<file path="src/rtl/aca_lock_pkg.sv">
// Shared constants and types for the key-locked almost-correct adder.
//   ACA_WIDTH       : operand width
//   ACA_WINDOW      : number of lower-order positions used to speculate a carry
//   ACA_KEY_W       : key width (one key bit per propagate and generate net)
//   ACA_KEY_CORRECT : unlocking key, fixed at synthesis
//   aca_result_t    : registered result, MSB is the speculative carry-out
package aca_lock_pkg;

  localparam int unsigned ACA_WIDTH  = 16;
  localparam int unsigned ACA_WINDOW = 4;
  localparam int unsigned ACA_KEY_W  = 2 * ACA_WIDTH;

  localparam logic [ACA_KEY_W-1:0] ACA_KEY_CORRECT = 32'h184B8236;

  typedef logic [ACA_WIDTH:0] aca_result_t;

endpackage : aca_lock_pkg

</file>
<file path="src/rtl/aca_window_carry.sv">
// Speculative carry from a fixed window of (generate, propagate) pairs.
// The window's carry-in is tied to 0, so the result is the OR over every
// window position j of g[j] AND all propagates above j inside the window.
//   g_win   : generate nets, index 0 is the lowest position of the window
//   p_win   : propagate nets, same ordering as g_win
//   carry_c : combinational speculative carry into the position above the window
module aca_window_carry
  import aca_lock_pkg::*;
#(
  parameter int unsigned WINDOW = ACA_WINDOW
) (
  input  logic [WINDOW-1:0] g_win,
  input  logic [WINDOW-1:0] p_win,
  output logic              carry_c
);

  // Short ripple across the window starting from a zero carry-in; this is the
  // same sum-of-products expression written as a chain of AND-OR stages.
  always_comb begin
    logic acc;
    acc = 1'b0;
    for (int unsigned k = 0; k < WINDOW; k++) begin
      acc = g_win[k] | (p_win[k] & acc);
    end
    carry_c = acc;
  end

endmodule : aca_window_carry

</file>
<file path="src/rtl/almost_correct_adder16_aor_enc32.sv">
// Logic-locked approximate adder with a registered result.
// Every propagate and generate net passes through a key gate; with the correct
// key the gates are transparent and the adder computes the almost-correct sum,
// otherwise the flipped nets feed the same carry-speculation formula.
//   clk       : system clock, rising edge
//   rst       : synchronous active-high reset, clears result_o
//   add1_i    : operand A
//   add2_i    : operand B
//   keyinput  : key, sampled every cycle
//   result_o  : registered approximate sum, MSB is the speculative carry-out
module almost_correct_adder16_aor_enc32
  import aca_lock_pkg::*;
#(
  parameter int unsigned            WIDTH       = ACA_WIDTH,
  parameter int unsigned            WINDOW      = ACA_WINDOW,
  parameter logic [2*WIDTH-1:0]     KEY_CORRECT = ACA_KEY_CORRECT
) (
  input  logic                 clk,
  input  logic                 rst,
  input  logic [WIDTH-1:0]     add1_i,
  input  logic [WIDTH-1:0]     add2_i,
  input  logic [2*WIDTH-1:0]   keyinput,
  output logic [WIDTH:0]       result_o
);

  localparam int unsigned EXT_W = WIDTH + WINDOW;

  logic [WIDTH-1:0] p_raw;
  logic [WIDTH-1:0] g_raw;
  logic [WIDTH-1:0] p_key;
  logic [WIDTH-1:0] g_key;
  logic [EXT_W-1:0] p_ext;
  logic [EXT_W-1:0] g_ext;
  logic [WIDTH:0]   carry;
  logic [WIDTH:0]   sum_c;

  // Half-adder nets per bit position.
  assign p_raw = add1_i ^ add2_i;
  assign g_raw = add1_i & add2_i;

  // Key gates: XOR where the correct key bit is 0, XNOR where it is 1, so the
  // correct key leaves every net unchanged.
  for (genvar i = 0; i < WIDTH; i++) begin : g_key_gate
    if (KEY_CORRECT[i]) begin : g_p_xnor
      assign p_key[i] = ~(p_raw[i] ^ keyinput[i]);
    end else begin : g_p_xor
      assign p_key[i] = p_raw[i] ^ keyinput[i];
    end

    if (KEY_CORRECT[WIDTH+i]) begin : g_g_xnor
      assign g_key[i] = ~(g_raw[i] ^ keyinput[WIDTH+i]);
    end else begin : g_g_xor
      assign g_key[i] = g_raw[i] ^ keyinput[WIDTH+i];
    end
  end

  // Zero-pad below bit 0 so low-order carries, whose windows would reach
  // below the LSB, see inert (g=0) positions and use the same window slice.
  assign p_ext = {p_key, {WINDOW{1'b0}}};
  assign g_ext = {g_key, {WINDOW{1'b0}}};

  assign carry[0] = 1'b0;

  // Carry into bit i uses bits i-WINDOW..i-1, i.e. extended indices i..i+WINDOW-1.
  for (genvar i = 1; i <= WIDTH; i++) begin : g_carry
    aca_window_carry #(
      .WINDOW (WINDOW)
    ) u_window_carry (
      .g_win   (g_ext[i +: WINDOW]),
      .p_win   (p_ext[i +: WINDOW]),
      .carry_c (carry[i])
    );
  end

  // Sum bits plus the speculative carry-out as the MSB.
  assign sum_c = {carry[WIDTH], p_key ^ carry[WIDTH-1:0]};

  // Output register; reset discards any in-flight sum.
  always_ff @(posedge clk) begin
    if (rst) begin
      result_o <= '0;
    end else begin
      result_o <= sum_c;
    end
  end

endmodule : almost_correct_adder16_aor_enc32

</file>
<file path="config.mk">
export PLATFORM = sky130hd
export DESIGN_NAME = almost_correct_adder16_aor_enc32
export DESIGN_NICKNAME = d
export VERILOG_FILES = /design/src/rtl/aca_lock_pkg.sv /design/src/rtl/aca_window_carry.sv /design/src/rtl/almost_correct_adder16_aor_enc32.sv
export SDC_FILE = /design/constraint.sdc
export NUM_CORES = 1
export LEC_CHECK = 0
export CORE_UTILIZATION = 30
export DETAILED_ROUTE_END_ITERATION = 8
export GPL_TIMING_DRIVEN = 0
export PLACE_DENSITY_LB_ADDON = 0.25
export SETUP_SLACK_MARGIN = 0.02
export SLEW_MARGIN = 10
export SYNTH_ARGS = -nofsm -noshare
export SYNTH_HDL_FRONTEND = slang
export SYNTH_HIERARCHICAL = 1
export SYNTH_SLANG_ARGS = --single-unit
</file>
<file path="constraint.sdc">
create_clock -name clk -period 4.3 [get_ports clk]
set_clock_uncertainty 0.1 [all_clocks]
set_input_delay 0.645 -clock clk [delete_from_list [all_inputs] [get_ports clk]]
set_output_delay 0.645 -clock clk [all_outputs]
set_load 0.005 [all_outputs]
</file>
# Word-level counts from Yosys, hierarchy flattened
# Cells that the tools add are included.
# W data, S select, Z words.
word_totals:
  latch_bits: 0
  regBits: 17
  mem_bits_ro: 0
  out_inout_bits: 17
  n_memories: 0
  mem_bits_rw: 0
  wordCells: 126
  inputBits: 66
classes:
  n_shift: 0
  bitwise_logic: 125
  order_cmp: 0
  mul: 0
  n_mux: 0
  div_mod_pow: 0
  n_eq_ne: 0
  n_addsub: 0
  reduce_logical: 0
ops:
  columns: ["cell", "count"]
  rows:
  - ["$and A1 B1 Y1", 39]
  - ["$or A1 B1 Y1", 39]
  - ["$xor A1 B1 Y1", 32]
  - ["$xor A16 B16 Y16", 2]
  - ["$and A16 B16 Y16", 1]
  - ["$not A1 Y1", 12]

# Longest topological paths before layout
# Gate-level depths: netlist of run 1.
depth:
  ltp_word: 10
  ltp_mapped: 6
  ltp_nobuf: 6

# Cells and area by module
# Netlist of run 1, hierarchy kept.
modules_own_cells:
  columns: ["module", "cells_each", "n_inst", "area_per_inst_um2", "seq_area_each_um2"]
  rows:
  - ["almost_correct_adder16_aor_enc32", 116, 1, 1192.4, 340.3]
  - ["aca_window_carry", 4, 16, 18.8, 0.0]

# Least setup slack after synthesis of run 1
# OpenSTA, ideal clock, no wires.
synth_path:
  path_type: "input to register"
  start: "input add1_i[1]"
  end: "register result_o[4]"
  arrival_time_ps: 1774
  setup_ps: 121
  slack_ps: 2305
  stages: 6
  path_buffers: 0
  cell_sequence: "ha_1 xnor2_1 a21oi_1 o21ai_1 nor2_1 mux2_2"
synth_between:
  elab_chain_cells: 10
  word_cells_on_any_way: 13
synth_lines:
  columns: ["element", "line", "text"]
  rows:
  - ["start: declaration", "almost_correct_adder16_aor_enc32.sv:20", "input logic [WIDTH-1:0] add1_i,"]
  - ["$xor A16 B16 Y16", "almost_correct_adder16_aor_enc32.sv:38", "assign p_raw = add1_i ^ add2_i;"]
  - ["$xor A1 B1 Y1", "almost_correct_adder16_aor_enc32.sv:45", "assign p_key[i] = ~(p_raw[i] ^ keyinput[i]);"]
  - ["$not A1 Y1", "almost_correct_adder16_aor_enc32.sv:45", null]
  - ["named net p_ext[5]", "almost_correct_adder16_aor_enc32.sv:32", "logic [EXT_W-1:0] p_ext;"]
  - ["$and A1 B1 Y1", "aca_window_carry.sv:23", "acc = g_win[k] | (p_win[k] & acc);"]
  - ["$or A1 B1 Y1", "aca_window_carry.sv:23", null]
  - ["$and A1 B1 Y1", "aca_window_carry.sv:23", null]
  - ["$or A1 B1 Y1", "aca_window_carry.sv:23", null]
  - ["$and A1 B1 Y1", "aca_window_carry.sv:23", null]
  - ["$or A1 B1 Y1", "aca_window_carry.sv:23", null]
  - ["named net carry[4]", "almost_correct_adder16_aor_enc32.sv:34", "logic [WIDTH:0] carry;"]
  - ["$xor A16 B16 Y16", "almost_correct_adder16_aor_enc32.sv:76", "assign sum_c = {carry[WIDTH], p_key ^ carry[WIDTH-1:0]};"]
  - ["end signal: assignment", "almost_correct_adder16_aor_enc32.sv:83", "result_o <= sum_c;"]
  - ["end: declaration", "almost_correct_adder16_aor_enc32.sv:23", "output logic [WIDTH:0] result_o"]
# The timed path passes the listed nets, and every way through them passes these cells.
# A chain may end at the register's enable or synchronous reset.

# Worst setup path in the final report of run 1
layout_path:
  start: "input add1_i[9]"
  end: "register result_o[12]"
# Same word-level chain as after synthesis.

==> results of run 1 <==
## where the power goes
group | leakage [nW] | internal [mW] | switching [mW] | total, mW
Clock | 0.0228 | 0.0656 | 0.0517 | 0.117
Sequential | 0.142 | 0.184 | 0.00686 | 0.191
Combinational | 0.848 | 0.182 | 0.124 | 0.306
Total | 1.01 | 0.432 | 0.183 | 0.615
## worst min-delay path, cell delays in order
cell and delay [ps]:
clkdlybuf4s50_1 470, xor2_1 120, nor2b_1 140
## final cells by class
type	count	area (um^2)	area share
well taps	67	83.83	0.03391
multi-input cells	168	1149	0.4646
clock buffers	4	45.04	0.01822
plain buffers	3	33.78	0.01366
repair buffers	82	820.8	0.3320
flip-flops and latches	17	340.3	0.1377
## worst paths after layout
path	endpoint	depth (start not counted)	slack, ps	start
min	result_o[0]	3	1080	keyinput[0]
max	result_o[12]	7	1960	add1_i[9]
## through the flow
step | total power, mW | instance area, um^2
finish | 0.6150 | 2472
global route | 0.6686 | 2472
CTS | 0.6262 | 2472
detailed placement | 0.5021 | 2427
global placement | 0.5008 | 2427
floorplan | 0.3591 | 1523
## metal layers
metal | wire length, um | up-vias | part of all wire
met1 | 1457 | 673 | 0.43
met4 | 8 | 0 | 0.0024
li1 | - | 796 | -
met3 | 321 | 2 | 0.096
met2 | 1566 | 56 | 0.47
met5 | 0 | - | 0
## cells in the final DEF, fill, tap and decap left out
master | synthesis | layout
clkbuf_8 | 0 | 3
nand2_1 | 16 | 16
a21oi_1 | 32 | 32
mux2_2 | 15 | 15
xnor2_1 | 12 | 12
buf_6 | 3 | 3
clkbuf_1 | 0 | 1
conb_1 | 1 | 9
nor2b_1 | 15 | 15
o21ai_1 | 16 | 16
nor2_1 | 15 | 15
dfxtp_1 | 17 | 17
and2b_1 | 2 | 2
ha_1 | 16 | 16
xor2_1 | 20 | 20
clkdlybuf4s50_1 | 0 | 82
## cell families after synthesis
family | after synthesis | synth area share
AOI/OAI and AO/OA | 48 | 0.1609
xor gates and xnor gates | 32 | 0.1878
adders and majority gates | 16 | 0.1341
buffers and inverters | 3 | 0.02263
DFF | 17 | 0.2280
muxes | 15 | 0.1132
other | 1 | 0.002512
and+or+nand+nor | 48 | 0.1509
==> key figures, run 1 <==
Outcome
  – Status: finished clean

Setup path
  – Crit path capture type: flip-flop
  – Crit path max-delay cell type: clkdlybuf4s50_1
  – CP Buf/Inv Count: 1
  – CP delay by family, top: buffers and inverters
  – Worst Setup Path Type: input port to flip-flop
  – Crit path cell chain: clkdlybuf4s50_1, ha_1, xnor2_1, a21oi_1, o21ai_1, nor2_1, mux2_2
  – Worst endpoint required time: approximately 4300 ps
  – Crit-path max cell delay: about 400 ps
  – Kind of start point of the critical path: input port
  – Crit path max fanout: 5
  – Critical path arrival: 2380 ps

Routing
  – Via count: roughly 1500
  – ANT nets after route: 0
  – Initial DRC count: 34
  – Vias per cell: roughly 4.5
  – DRC violations left: 0
  – DRT Pass-1 Iters: 4
  – Routed WL per cell: 9.833 um
  – Routed WL: approximately 3400 um

STA
  – Fmax: approximately 430 MHz
  – RSZ-0062 raised after global routing: false
  – Final setup vio count: 0
  – Final Hold Vio Count: 0
  – Worst setup margin: around 2000 ps
  – Hold Worst Slack: 1076 ps
  – Fin crit share: 0.5451
  – Final setup TNS: 0 ps
  – Final Max Slew Viols: 0
  – Final Critical Period: about 2300 ps

Global routing
  – GR peak layer: met2
  – GRT Overall Usage: 0.1305
  – GRT met2 Usage: 0.2274
  – Met3 usage: 0.04028
  – Met1 Use GR: 0.1629
  – Initial antenna violation count: 0
  – First-pass GRT wire length: roughly 5600 um
  – GR Overflow Total: 0
  – Number of global-route vias before repair: 1318
  – Largest net degree at the start of global routing: 11

Finish
  – P&R area growth vs syn: 65.63%
  – N_diodes: 0
  – Fin cells: 341
  – Final core occ: 0.5200
  – Largest register FFs: 17
  – Fin nets: approximately 360
  – Regs by FF count: result_o x17
  – Filler Cells Inserted: 493
  – Register name with the most flops: result_o
  – Layout cells sized above 1: 0.07664

Clock tree
  – Total clock sinks: 17
  – H-Tree Depth: 1
  – Post-CTS Hold Fix Bufs: 0
  – Post-CTS sizing: 0
  – Clock root buffer master: clkbuf_8
  – Cts bufs inserted: 3
  – Setup Fix Bufs, Post-CTS: 0
  – CTS tree: done
  – Worst-path clk slew: 70 ps
  – Max Root-Sink Buffers: 2

Synthesis
  – Netlist cell types: 13
  – Register area share after synthesis: 0.2280
  – Synth area leaders: dfxtp_1, ha_1, xor2_1
  – Yosys top cell area share: 0.2280
  – Cell count after synthesis: 180
  – Commonest cells post-synth: a21oi_1, xor2_1, dfxtp_1
  – Avg Cell Area, Syn: 8.293 um^2
  – Post-Synthesis Cell Area: ~1500 um^2
  – Ys Warns: 6
  – Area leader, netlist: dfxtp_1
  – #FFs+latches synth: 17
  – Post-synth EDFFs: 0
  – Ys async rst share: 0
  – Most common cell in the netlist: a21oi_1
  – Ys flop type: dfxtp_1

Floorplan
  – Core area: roughly 4800 um^2
  – Horiz. Die Dim: 72.54 um
  – Std-Cell Rows: 25
  – Height of the die: roughly 73 um
  – Die Area: between 5000 and 6000 um^2
  – Starting Density: 0.3139
  – Ports: 83

Min path
  – Worst hold path class: input port to flip-flop

Place
  – DP Cell Count: approximately 340
  – PortBufs: 82
  – Pre-CTS setup slack: 1695 ps
  – HPWL after DPL: between 2000 and 3000 um
  – Placer Congestion: 0.7611

Run
  – Max cap viols: 0

Pwr
  – VDD IR max: 162.8 uV
  – Static leakage: approximately 1.0 nW
  – Power per standard cell area: between 200 and 250 nW/um^2
Power figures use the tool's default switching activity.
==> inputs of run 2 (changes only) <==
Clock period 4.3 ns to 1.9 ns, I/O delays scaled along.
==> key figures, run 2 (synthesized netlist as in run 1, its figures left out) <==
Setup path
  – Worst Setup Path Type: input port to flip-flop
  – Kind of start point of the critical path: input port
  – Critical path arrival: 1880 ps (-500 ps)
  – Crit path capture type: flip-flop
  – CP delay by family, top: buffers and inverters
  – Crit-path max cell delay: 510 ps (+110 ps)
  – CP Buf/Inv Count: 1 (unchanged)
  – Worst endpoint required time: 1940 ps (-2390 ps)
  – Crit path max fanout: 5 (unchanged)
  – Crit path max-delay cell type: clkdlybuf4s50_1
  – Crit path cell chain: clkdlybuf4s50_1, ha_4, xor2_4, a21oi_1, o21ai_1, nor2b_1, mux2_2

Routing
  – Via count: 1571 (+2.9%)
  – DRC violations left: 0 (unchanged)
  – DRT Pass-1 Iters: 4 (unchanged)
  – Vias per cell: 4.501 (+0.52%)
  – Routed WL: 3721 um (+11%)
  – ANT nets after route: 0 (unchanged)
  – Routed WL per cell: 10.66 um (+8.4%)
  – Initial DRC count: 28 (-18%)

Floorplan
  – Die Area: 5261 um^2 (unchanged)
  – Core area: 4755 um^2 (unchanged)
  – Horiz. Die Dim: 72.54 um (unchanged)
  – Starting Density: 0.3139 (unchanged)
  – Std-Cell Rows: 25 (unchanged)
  – Height of the die: 72.54 um (unchanged)
  – Ports: 83 (unchanged)

Pwr
  – VDD IR max: 375.9 uV (+130%)
  – Static leakage: 1.149 nW (+13%)
  – Power per standard cell area: 544.7 nW/um^2 (+120%)

Global routing
  – GR Overflow Total: 0 (unchanged)
  – GRT Overall Usage: 0.1344 (+0.003974)
  – Initial antenna violation count: 0 (unchanged)
  – Largest net degree at the start of global routing: 11 (unchanged)
  – First-pass GRT wire length: 5713 um (+2.9%)
  – Number of global-route vias before repair: 1342 (+1.8%)

Finish
  – Layout cells sized above 1: 0.2340 (+0.1574)
  – Final instance area: 2885 um^2 (+17%)
  – Fin nets: 365 (+2.2%)
  – Register name with the most flops: result_o
  – Regs by FF count: result_o x17
  – Largest register FFs: 17 (unchanged)
  – P&R area growth vs syn: 93.29%
  – Commonest non-fill, non-tap cells in the layout: clkdlybuf4s50_1, a21oi_1, dfxtp_1
  – Filler Cells Inserted: 440 (-11%)
  – Final core occ: 0.6068 (+0.08684)
  – Most common cell after layout, fill and taps aside: clkdlybuf4s50_1
  – N_diodes: 0 (unchanged)

Clock tree
  – Total clock sinks: 17 (unchanged)
  – H-Tree Depth: 1 (unchanged)
  – Worst-path clk slew: 60 ps (about the same)
  – Max Root-Sink Buffers: 2 (unchanged)
  – CTS tree: done
  – Clock root buffer master: clkbuf_8
  – Cts bufs inserted: 3 (unchanged)

STA
  – Fmax: around 540 MHz
  – Final Critical Period: about 1800 ps
  – Fin crit share: 0.9685
  – Final Hold Vio Count: 0 (unchanged)
  – Final Max Slew Viols: 0 (unchanged)
  – Final setup vio count: 0 (unchanged)
  – Final setup TNS: 0 ps (unchanged)
  – RSZ-0062 raised after global routing: true

Min path
  – Worst hold path class: input port to flip-flop

Run
  – Max cap viols: 0 (unchanged)

Place
  – Placed Area: 2427 um^2 (unchanged)
  – PortBufs: 82 (unchanged)
  – Placer Congestion: 0.7611 (unchanged)
  – HPWL after DPL: 2777 um (unchanged)

Outcome
  – Status: finished clean
## run 2: cell types whose count changed in the layout (fill, tap and decap cells not counted), sizes merged
| cell | before | now |
|---|---|---|
| buf | 3 | 11 |
| clkdlybuf4s50 | 82 | 79 |
| dlymetal6s2s | 0 | 3 |
## run 2: what timing repair did
| action | 4_1_cts | 5_1_grt |
|---|---|---|
| setup endpoints to repair | 13 | 13 |
| gates resized for setup | 12 | 35 |
| gates cloned | 0 | 0 |
| setup buffers | 0 | 8 |
| hold endpoints to repair | 0 | 0 |
| pin swaps | 1 | 27 |
| hold buffers | 0 | 0 |
## run 2: metrics by stage
| stage | instances | total power, mW | hold slack, ps | setup slack, ps |
|---|---|---|---|---|
| floorplan | 188 | 0.8128 | 376.9 | 264.8 |
| global placement | 337 | 1.133 | 890.8 | -325.0 |
| detailed placement | 337 | 1.136 | 887.7 | -345.1 |
| CTS | 341 | 1.451 | 717.4 | 43.48 |
| global route | 349 | 1.698 | 597.4 | -18.29 |
| finish | 349 | 1.572 | 580.5 | 59.83 |
## run 2: final cells by class
class                           count  area [um^2]  share of cell area
Multi-Input combinational cell    168         1494              0.5178
Timing Repair Buffer               90        888.4              0.3079
Sequential cell                    17        340.3              0.1180
Tap cell                           67        83.83             0.02905
Clock buffer                        4        45.04             0.01561
Buffer                              3        33.78             0.01171
## run 2: tightest hold or removal path, cell delays in order
cell            delay (ps)
dlymetal6s2s_1          90
ha_1                   180
xor2_2                 120
mux2_2                 220
## run 2: report_power, final
| group | internal (mW) | switching [mW] |
|---|---|---|
| Clock | 0.148 | 0.118 |
| Sequential | 0.417 | 0.0154 |
| Combinational | 0.522 | 0.350 |
| Total | 1.09 | 0.483 |
## run 2: path summary, 6_finish.rpt
kind | startpoint | end | depth (start not counted)
hold / removal | add2_i[6] | result_o[6] | 4
setup / recovery | add1_i[8] | result_o[11] | 7
## run 2: layer usage
metal,share of wire,vias up,global-route usage
li1,-,801,-
met1,0.41,718,0.1688
met2,0.51,50,0.2347
met3,0.081,2,0.04028
met4,0.0021,0,0.01307
met5,0,-,0
